`config.mk`:
```
export PLATFORM = sky130hd
export DESIGN_NAME = csa_pipe_adder
export DESIGN_NICKNAME = d
export VERILOG_FILES = /design/src/rtl/csa_pipe_adder.sv
export SDC_FILE = /design/constraint.sdc
export NUM_CORES = 1
export LEC_CHECK = 0
export CAP_MARGIN = 5
export CELL_PAD_IN_SITES_DETAIL_PLACEMENT = 1
export CELL_PAD_IN_SITES_GLOBAL_PLACEMENT = 1
export CORE_AREA = 2 2 105 107
export DETAILED_ROUTE_END_ITERATION = 8
export DIE_AREA = 0 0 107 109
export HOLD_SLACK_MARGIN = 0.12
export PLACE_DENSITY = 0.8
export RECOVER_POWER = 25
export SYNTH_ARGS = -nofsm -noshare
export SYNTH_HDL_FRONTEND = slang
export SYNTH_SLANG_ARGS = --single-unit
```
`constraint.sdc`:
```
create_clock -name clk -period 3.1 [get_ports clk]
set_input_delay 0.775 -clock clk [delete_from_list [all_inputs] [get_ports clk]]
set_output_delay 0.775 -clock clk [all_outputs]
set_load 0.005 [all_outputs]
```
`src/rtl/csa_pipe_adder.sv`:
```
// Pipelined carry-select adder: one BLOCK-bit segment resolved per stage, valid/ready flow control.
// Define CSA_PIPE_OVF_EN to add the registered signed-overflow output.
module csa_pipe_adder #(
  parameter int unsigned WIDTH = 16,
  parameter int unsigned BLOCK = 4
) (
  input  logic             clk,
  input  logic             rst,
  input  logic [WIDTH-1:0] a,
  input  logic [WIDTH-1:0] b,
  input  logic             c_in,
  input  logic             in_valid,
  output logic             in_ready,
  output logic [WIDTH-1:0] sum,
  output logic             c_out,
  output logic             out_valid,
`ifdef CSA_PIPE_OVF_EN
  output logic             overflow,
`endif
  input  logic             out_ready
);

  if (BLOCK < 1 || (WIDTH % BLOCK) != 0) begin : g_bad_params
    $fatal(1, "csa_pipe_adder: WIDTH must be a positive multiple of BLOCK");
  end

  localparam int unsigned NBLK = (BLOCK == 0) ? 1 : WIDTH / BLOCK;

  logic advance;

  assign advance  = ~(out_valid & ~out_ready);
  assign in_ready = advance;

  for (genvar k = 0; k < NBLK; k++) begin : g_stg
    localparam int unsigned LO  = k * BLOCK;
    localparam int unsigned REM = WIDTH - LO;

    logic [REM-1:0]      op_a;
    logic [REM-1:0]      op_b;
    logic                cin;
    logic                vin;
    logic [BLOCK:0]      cand0;
    logic [BLOCK:0]      cand1;
    logic [BLOCK:0]      pick;
    logic [LO+BLOCK-1:0] s_d;
    logic [LO+BLOCK-1:0] s_q;
    logic                c_q;
    logic                v_q;

    if (k == 0) begin : g_head
      assign op_a = a;
      assign op_b = b;
      assign cin  = c_in;
      assign vin  = in_valid;
      assign s_d  = pick[BLOCK-1:0];
    end else begin : g_body
      assign op_a = g_stg[k-1].g_skew.a_q;
      assign op_b = g_stg[k-1].g_skew.b_q;
      assign cin  = g_stg[k-1].c_q;
      assign vin  = g_stg[k-1].v_q;
      assign s_d  = {pick[BLOCK-1:0], g_stg[k-1].s_q};
    end

    // Both carry candidates are formed before the previous stage's carry is known.
    always_comb begin
      cand0 = {1'b0, op_a[BLOCK-1:0]} + {1'b0, op_b[BLOCK-1:0]};
      cand1 = {1'b0, op_a[BLOCK-1:0]} + {1'b0, op_b[BLOCK-1:0]} + (BLOCK+1)'(1);
      pick  = cin ? cand1 : cand0;
    end

    always_ff @(posedge clk) begin
      if (rst) begin
        v_q <= 1'b0;
        c_q <= 1'b0;
        s_q <= '0;
      end else if (advance) begin
        v_q <= vin;
        c_q <= pick[BLOCK];
        s_q <= s_d;
      end
    end

    if (k < NBLK - 1) begin : g_skew
      logic [REM-BLOCK-1:0] a_q;
      logic [REM-BLOCK-1:0] b_q;

      always_ff @(posedge clk) begin
        if (rst) begin
          a_q <= '0;
          b_q <= '0;
        end else if (advance) begin
          a_q <= op_a[REM-1:BLOCK];
          b_q <= op_b[REM-1:BLOCK];
        end
      end
    end
  end

  assign sum       = g_stg[NBLK-1].s_q;
  assign c_out     = g_stg[NBLK-1].c_q;
  assign out_valid = g_stg[NBLK-1].v_q;

`ifdef CSA_PIPE_OVF_EN
  // Operand sign bits reach the last stage through the skew chain.
  logic sa;
  logic sb;
  logic ovf_d;
  logic ovf_q;

  always_comb begin
    sa    = g_stg[NBLK-1].op_a[BLOCK-1];
    sb    = g_stg[NBLK-1].op_b[BLOCK-1];
    ovf_d = (sa == sb) & (g_stg[NBLK-1].pick[BLOCK-1] != sa);
  end

  always_ff @(posedge clk) begin
    if (rst)          ovf_q <= 1'b0;
    else if (advance) ovf_q <= ovf_d;
  end

  assign overflow = ovf_q;
`endif

endmodule

```
==> run metrics, run 1 <==
status=finished, final reports clean; Crit Reg-Reg Startpoint=g_stg[2].g_skew.b_q[0]; row cnt=38; Final Hold Viols=0; syn avg cell area=8.14 sq um; Placed Instance Area=4830 sq um; top-count cell post-synth=nand2_1; vias in the first global route=3585; Setup Buffers After CTS=0; Hold-fix buffers, CTS=0; # setup viols final=0; placer congestion estimate=0.781; Post-synth top cells=158 x nand2_1, 96 x dfxtp_1, 79 x a21oi_1, 27 x nor2_1; MaxCap Viol Count=0; Syn Nets=577; die extent in x=107 microns; Syn Inst Count=516; P&R area growth vs syn=18.9%; Root Driver=clkbuf_8; Core Region=10600 sq um; Post-synth EDFFs=0; initial antenna violation count=0; first-pass GRT wire length=16.4 mm; pin count of the biggest net entering global routing=104; post-synth cell types=25; synthesized area=4200 sq um; fin crit period=2.83 ns; H-tree depth=3; CTS tree=done; final instance area=5000 sq um; layout cell share with drive strength beyond 1=6.44%; post-DR wirelength/cell=13.9 microns; fin. max-slew vios=0; Worst EP required=2.32 ns; initial DRC count=141; Synth area leader=dfxtp_1; final wirelength=9.68 mm; RSZ-0062 raised after global routing=no; post-CTS resize count=0; cts bufs inserted=9; Post-DP HPWL=6.75 mm; Tot GR Track Use=17.6%; first drt pass iteration count=4; Slew HR=28.2%; Buffers on Ports=55; latest clock arrival within the worst-skew pair=0.36 ns; Worst-Margin Slew=1.08 ns; Critical Path End Type=output port; register area share after synthesis=45.7%; Fmax=0.353 GHz; Power Density=477 nW/um^2; Initial Util=39.6%; Die Ht=109 microns; Synth Warn #=0; Main synth FF type=dfxtp_1; highest fanout seen on the critical path=2; area share of the largest cell type after synthesis=45.7%; Hold Path Class=reg2reg; Crit Path Category=in2out; register-to-register setup slack=0.89 ns; skew final=0.0112 ns; Max Root-Sink Buffers=2; RR Endpoint=c_out; # DRC=0; Max VDD drop=0.000194 V; CP startpoint kind=input port; ys async rst share=0%; critical path data arrival time=2.06 ns; antenna-violating nets left=0; period utilization=91.4%; diode count=0; FF-to-FF path depth=10; nets=615; I/O pins=56; Leakage=0.00208 uW; Overflow after GRT=0; Clock Sinks=96; CTS clk-pin slew, worst paths=0.09 ns; die area=11700 sq um; ranking of synthesized cells by area=dfxtp_1 46%, nand2_1 14%, a21oi_1 9.4%, ha_1 6.0%, xnor2_1 3.3%; Core Util, Final=47.1%; Hold Path Origin=sum[0]; Worst Hold Endpoint=sum[0]; Via Count=3446; Via density=4.93; hold depth=2; synthesized flop and latch total=96; Fillers=1271
-- kinds of logic (layout without fill, tap and decap cells) --
| family | Yosys count | count (layout) | share of synthesized area (%) |
|---|---|---|---|
| adders and majority gates | 24 | 24 | 7.86 |
| DFF | 96 | 96 | 45.7 |
| AOI/OAI and AO/OA | 111 | 111 | 15.5 |
| xor gates and xnor gates | 24 | 24 | 5.72 |
| and+or+nand+nor | 203 | 203 | 19.1 |
| muxes | 4 | 4 | 0.953 |
| buffers and inverters | 54 | 97 | 5.15 |
-- critical path, stage by stage --
cell	delay (ns)
dlygate4sd3_1	0.56
nor2b_1	0.20
inv_2	0.06
clkdlybuf4s50_1	0.47
-- cell type report --
| class | count | area (sq um) | share of cell area (%) |
|---|---|---|---|
| Sequential cell | 96 | 1920 | 38.5 |
| Tap cell | 140 | 175 | 3.51 |
| Clock inverter | 5 | 32.5 | 0.651 |
| Multi-Input combinational cell | 366 | 2060 | 41.3 |
| Clock buffer | 11 | 141 | 2.83 |
| Inverter | 21 | 78.8 | 1.58 |
| Timing Repair Buffer | 60 | 583 | 11.7 |
-- routing by layer --
layer / global-route usage [%] / vias to the layer above / part of all wire, %
met3: 2.69 / 14 / 2.0
met5: 0 / - / 0
met1: 20.4 / 1644 / 44
met2: 32.7 / 34 / 53
li1: - / 1754 / -
met4: 7.05 / 0 / 1.5
-- stage by stage --
stage	total power [uW]	worst slack [ns]	setup TNS (ns)	std cells	hold slack [ns]
floorplan	1560	0.615	0	516	0.432
global placement	1660	0.100	0	683	0.439
detailed placement	1680	-0.0217	-0.0217	683	0.446
CTS	2420	0.344	0	699	0.458
global route	2510	0.153	0	699	0.480
finish	2380	0.265	0	699	0.454
-- flip-flops by register name (all words and copies together), names as in the netlist --
name	flops
out_valid	1
g_stg.s_q	24
g_stg.g_skew.a_q	24
sum	16
g_stg.c_q	3
g_stg.v_q	3
g_stg.g_skew.b_q	24
c_out	1
-- cell usage in the layout, fill, tap and decap left out --
master	instances
xnor2_1	16
nor3b_1	1
clkbuf_4	1
xor2_2	4
a21oi_2	4
a211oi_1	16
fa_1	4
buf_2	1
clkinv_4	2
nor3_1	9
dlygate4sd3_1	19
inv_2	1
nor3_2	3
clkdlybuf4s50_1	35
clkinv_2	3
clkbuf_8	10
a22o_1	4
a21o_2	3
nor2b_1	1
xor2_1	4
mux2i_1	4
dfxtp_1	96
nor2_1	27
ha_1	20
nand3_1	4
clkbuf_1	1
nand2_1	158
a21o_1	5
inv_1	20
buf_4	4
a21oi_1	79
-- how the worst max path moves through the flow --
stage / to / slack (ns) / start / cells after the start
floorplan: g_stg[0].c_q / 0.62 / a[0] / 10
global placement: g_stg[0].c_q / 0.10 / a[0] / 11
detailed placement: g_stg[0].c_q / -0.02 / b[0] / 11
CTS: g_stg[0].c_q / 0.34 / b[0] / 11
global route: in_ready / 0.15 / out_ready / 4
finish: in_ready / 0.27 / out_ready / 4
-- report_power, final --
group          leakage [uW]  internal [uW]  switching, uW
registers          0.000789           1300           42.2
clock network     0.0000930            313            425
logic               0.00120            147            150
Note: power is estimated with default switching activity, not from simulation.
==> run 2: changes to the inputs <==
--- a/config.mk
+++ b/config.mk
@@ -5,12 +5,13 @@
 export SDC_FILE = /design/constraint.sdc
 export NUM_CORES = 1
 export LEC_CHECK = 0
+export ABC_AREA = 1
 export CAP_MARGIN = 5
 export CELL_PAD_IN_SITES_DETAIL_PLACEMENT = 1
 export CELL_PAD_IN_SITES_GLOBAL_PLACEMENT = 1
-export CORE_AREA = 2 2 105 107
+export CORE_AREA = 2 2 107 109
 export DETAILED_ROUTE_END_ITERATION = 8
-export DIE_AREA = 0 0 107 109
+export DIE_AREA = 0 0 109 111
 export HOLD_SLACK_MARGIN = 0.12
 export PLACE_DENSITY = 0.8
 export RECOVER_POWER = 25
==> run 2 against run 1 <==
Net effect:
- utilization shrank 0.16 points
- worst setup slack improved by 0.079 ns
- wire length increased by 3.0%
- register-to-register slack better by 0.18 ns
- synthesized cell count grew 11%
- largest cell class unchanged
- largest power group unchanged
- highest routed layer unchanged
==> run metrics, run 2 <==
cts bufs inserted=9; Die Ht=111 microns; simple-gate portion of the synthesized area=21.4%; crit-path max cell delay=0.54 ns; commonest non-fill, non-tap cell in the layout=nor2_1; first drt pass iteration count=4; Max Root-Sink Buffers=2; synthesized area=4300 sq um; die extent in x=109 microns; Buffers on Ports=55; fin. max-slew vios=0; post-synth cell types=24; initial DRC count=138; ys async rst share=0%; # setup viols final=0; CP startpoint kind=input port; die area=12100 sq um; fin crit period=2.76 ns; Top delay family on crit path=buffers and inverters; CTS tree=done; diode count=0; Synth Warn #=0; row cnt=39; Core Util, Final=47.0%; Initial Util=38.8%; Post-synth top cells=149 x nor2_1, 96 x dfxtp_1, 87 x o21ai_0, 53 x nand2_1, 51 x inv_1; Power Density=548 nW/um^2; layout cell share with drive strength beyond 1=4.37%; setup TNS=0 ns; nets=674; antenna-violating nets left=0; highest fanout seen on the critical path=2; register area share after synthesis=44.7%; vias in the first global route=3770; largest family of logic cells by synthesized area=simple AND/OR/NAND/NOR gates; Via density=4.89; H-tree depth=3; critical path data arrival time=1.98 ns; most frequent cells in the layout=150 x nor2_1, 96 x dfxtp_1, 87 x o21ai_0, 53 x nand2_1, 51 x inv_1; status=finished, final reports clean; skew final=0.00939 ns; Max VDD drop=0.000266 V; period utilization=88.9%; latest clock arrival within the worst-skew pair=0.35 ns; placer congestion estimate=0.752; Worst EP required=2.32 ns; Post-DP HPWL=6.76 mm; # DRC=0; overall power=2850 uW; Clock Sinks=96; post-CTS resize count=0; Leakage=0.00254 uW; Via Count=3724; Crit Path Category=in2out; pin count of the biggest net entering global routing=110; first-pass GRT wire length=17.2 mm; Syn Nets=636; Slew HR=24.8%; Overflow after GRT=0; top-count cell post-synth=nor2_1; Hold Path Class=reg2reg; Critical Path End Type=output port; ranking of synthesized cells by area=dfxtp_1 45%, nor2_1 13%, o21ai_0 10%, ha_1 5.8%, nand2_1 4.6%; Main synth FF type=dfxtp_1; Post-synth EDFFs=0; cell chain of the critical path=dlygate4sd3_1, nor2_1, inv_2, clkdlybuf4s50_1; Top Registers=g_stg.g_skew.a_q x24, g_stg.g_skew.b_q x24, g_stg.s_q x24; Synth area leader=dfxtp_1; initial antenna violation count=0; synthesized flop and latch total=96; area share of the largest cell type after synthesis=44.7%; mux share of post-synthesis cell area=0%; Root Driver=clkbuf_16; Setup Buffers After CTS=0; worst path bufs/invs=3; RSZ-0062 raised after global routing=no; P&R area growth vs syn=20.9%; Core Region=11100 sq um; MaxCap Viol Count=0; syn avg cell area=7.48 sq um; CTS clk-pin slew, worst paths=0.07 ns; Hold-fix buffers, CTS=0; final wirelength=9.97 mm; Fmax=0.363 GHz; Final Hold Viols=0; I/O pins=56; Worst-Margin Slew=1.13 ns; CP max-delay cell=dlygate4sd3_1; Synth Area in XOR/XNOR=2.21%; Adder-Cell Fraction of Synth Area=7.68%; compound-gate portion of the synthesized area=15.5%; post-DR wirelength/cell=13.1 microns; Tot GR Track Use=17.7%; Syn Inst Count=575
[run 2: cell types whose count changed in the layout (fill, tap and decap cells not counted), moves of 5 or more]
cell,before,now
a21o_1,5,0
nor3_1,9,2
clkbuf_8,10,1
xnor2_1,16,7
inv_1,20,51
o21ai_1,0,9
o21bai_1,0,5
nor2_1,27,150
a211oi_1,16,0
nand3_1,4,19
clkbuf_16,0,9
nand2_1,158,53
a21oi_1,79,24
o21ai_0,0,87
[run 2: per-stage QoR]
step                instance area (sq um)  hold slack (ns)  cells  setup slack [ns]
floorplan                            4300            0.430    575             0.918
global placement                     4900            0.450    745             0.344
detailed placement                   4900            0.467    745             0.238
CTS                                  5210            0.467    761             0.437
global route                         5200            0.486    761             0.265
finish                               5200            0.458    761             0.345
[run 2: worst paths after layout]
| kind | depth (start not counted) | start | endpoint | slack (ns) |
|---|---|---|---|---|
| max | 4 | out_ready | in_ready | 0.34 |
| min reg2reg | 2 | g_stg[2].v_q | out_valid | 0.46 |
| min | 2 | g_stg[2].v_q | out_valid | 0.46 |
| max reg2reg | 12 | g_stg[1].g_skew.a_q[0] | g_stg[2].c_q | 1.07 |
[run 2: power by group]
| group | internal (uW) | leakage (uW) | switching, uW |
|---|---|---|---|
| Clock | 648 | 0.000141 | 484 |
| Combinational | 162 | 0.00161 | 189 |
| Sequential | 1320 | 0.000790 | 46.8 |
| Total | 2130 | 0.00254 | 719 |
[run 2: cells by family after synthesis]
family                     count (synthesis)
and+or+nand+nor                          232
AOI/OAI and AO/OA                        129
DFF                                       96
buffers and inverters                     84
adders and majority gates                 24
xor gates and xnor gates                  10
[run 2: area by class of cell]
class / count / area [sq um]
Clock buffer: 10 / 239
Clock inverter: 6 / 66.3
Fill cell: 1385 / 5880
Inverter: 53 / 199
Multi-Input combinational cell: 395 / 2010
Sequential cell: 96 / 1920
Tap cell: 143 / 179
Timing Repair Buffer: 58 / 586
[run 2: tightest hold or removal path, delay by kind of cell, from the launching register on]
| kind | cells | cell delay [ns] |
|---|---|---|
| flip-flops | 1 | 0.30 |
| buffers and inverters | 1 | 0.06 |
| AO/OA/AOI/OAI | 1 | 0.06 |
[run 2: per-layer routing]
metal / share of wire [%] / up-vias / GRT usage, %
met5: 0 / - / 0
met4: 2.1 / 0 / 7.69
met3: 2.3 / 14 / 2.94
met2: 51 / 41 / 30.1
met1: 45 / 1761 / 21.8
li1: - / 1908 / -
==> run 3: changes to the inputs <==
--- a/config.mk
+++ b/config.mk
@@ -12,7 +12,6 @@
 export CORE_AREA = 2 2 107 109
 export DETAILED_ROUTE_END_ITERATION = 8
 export DIE_AREA = 0 0 109 111
-export HOLD_SLACK_MARGIN = 0.12
 export PLACE_DENSITY = 0.8
 export RECOVER_POWER = 25
 export SYNTH_ARGS = -nofsm -noshare
==> results of run 3 <==
No change in the layout: final DEF, timing and power equal those of run 2.
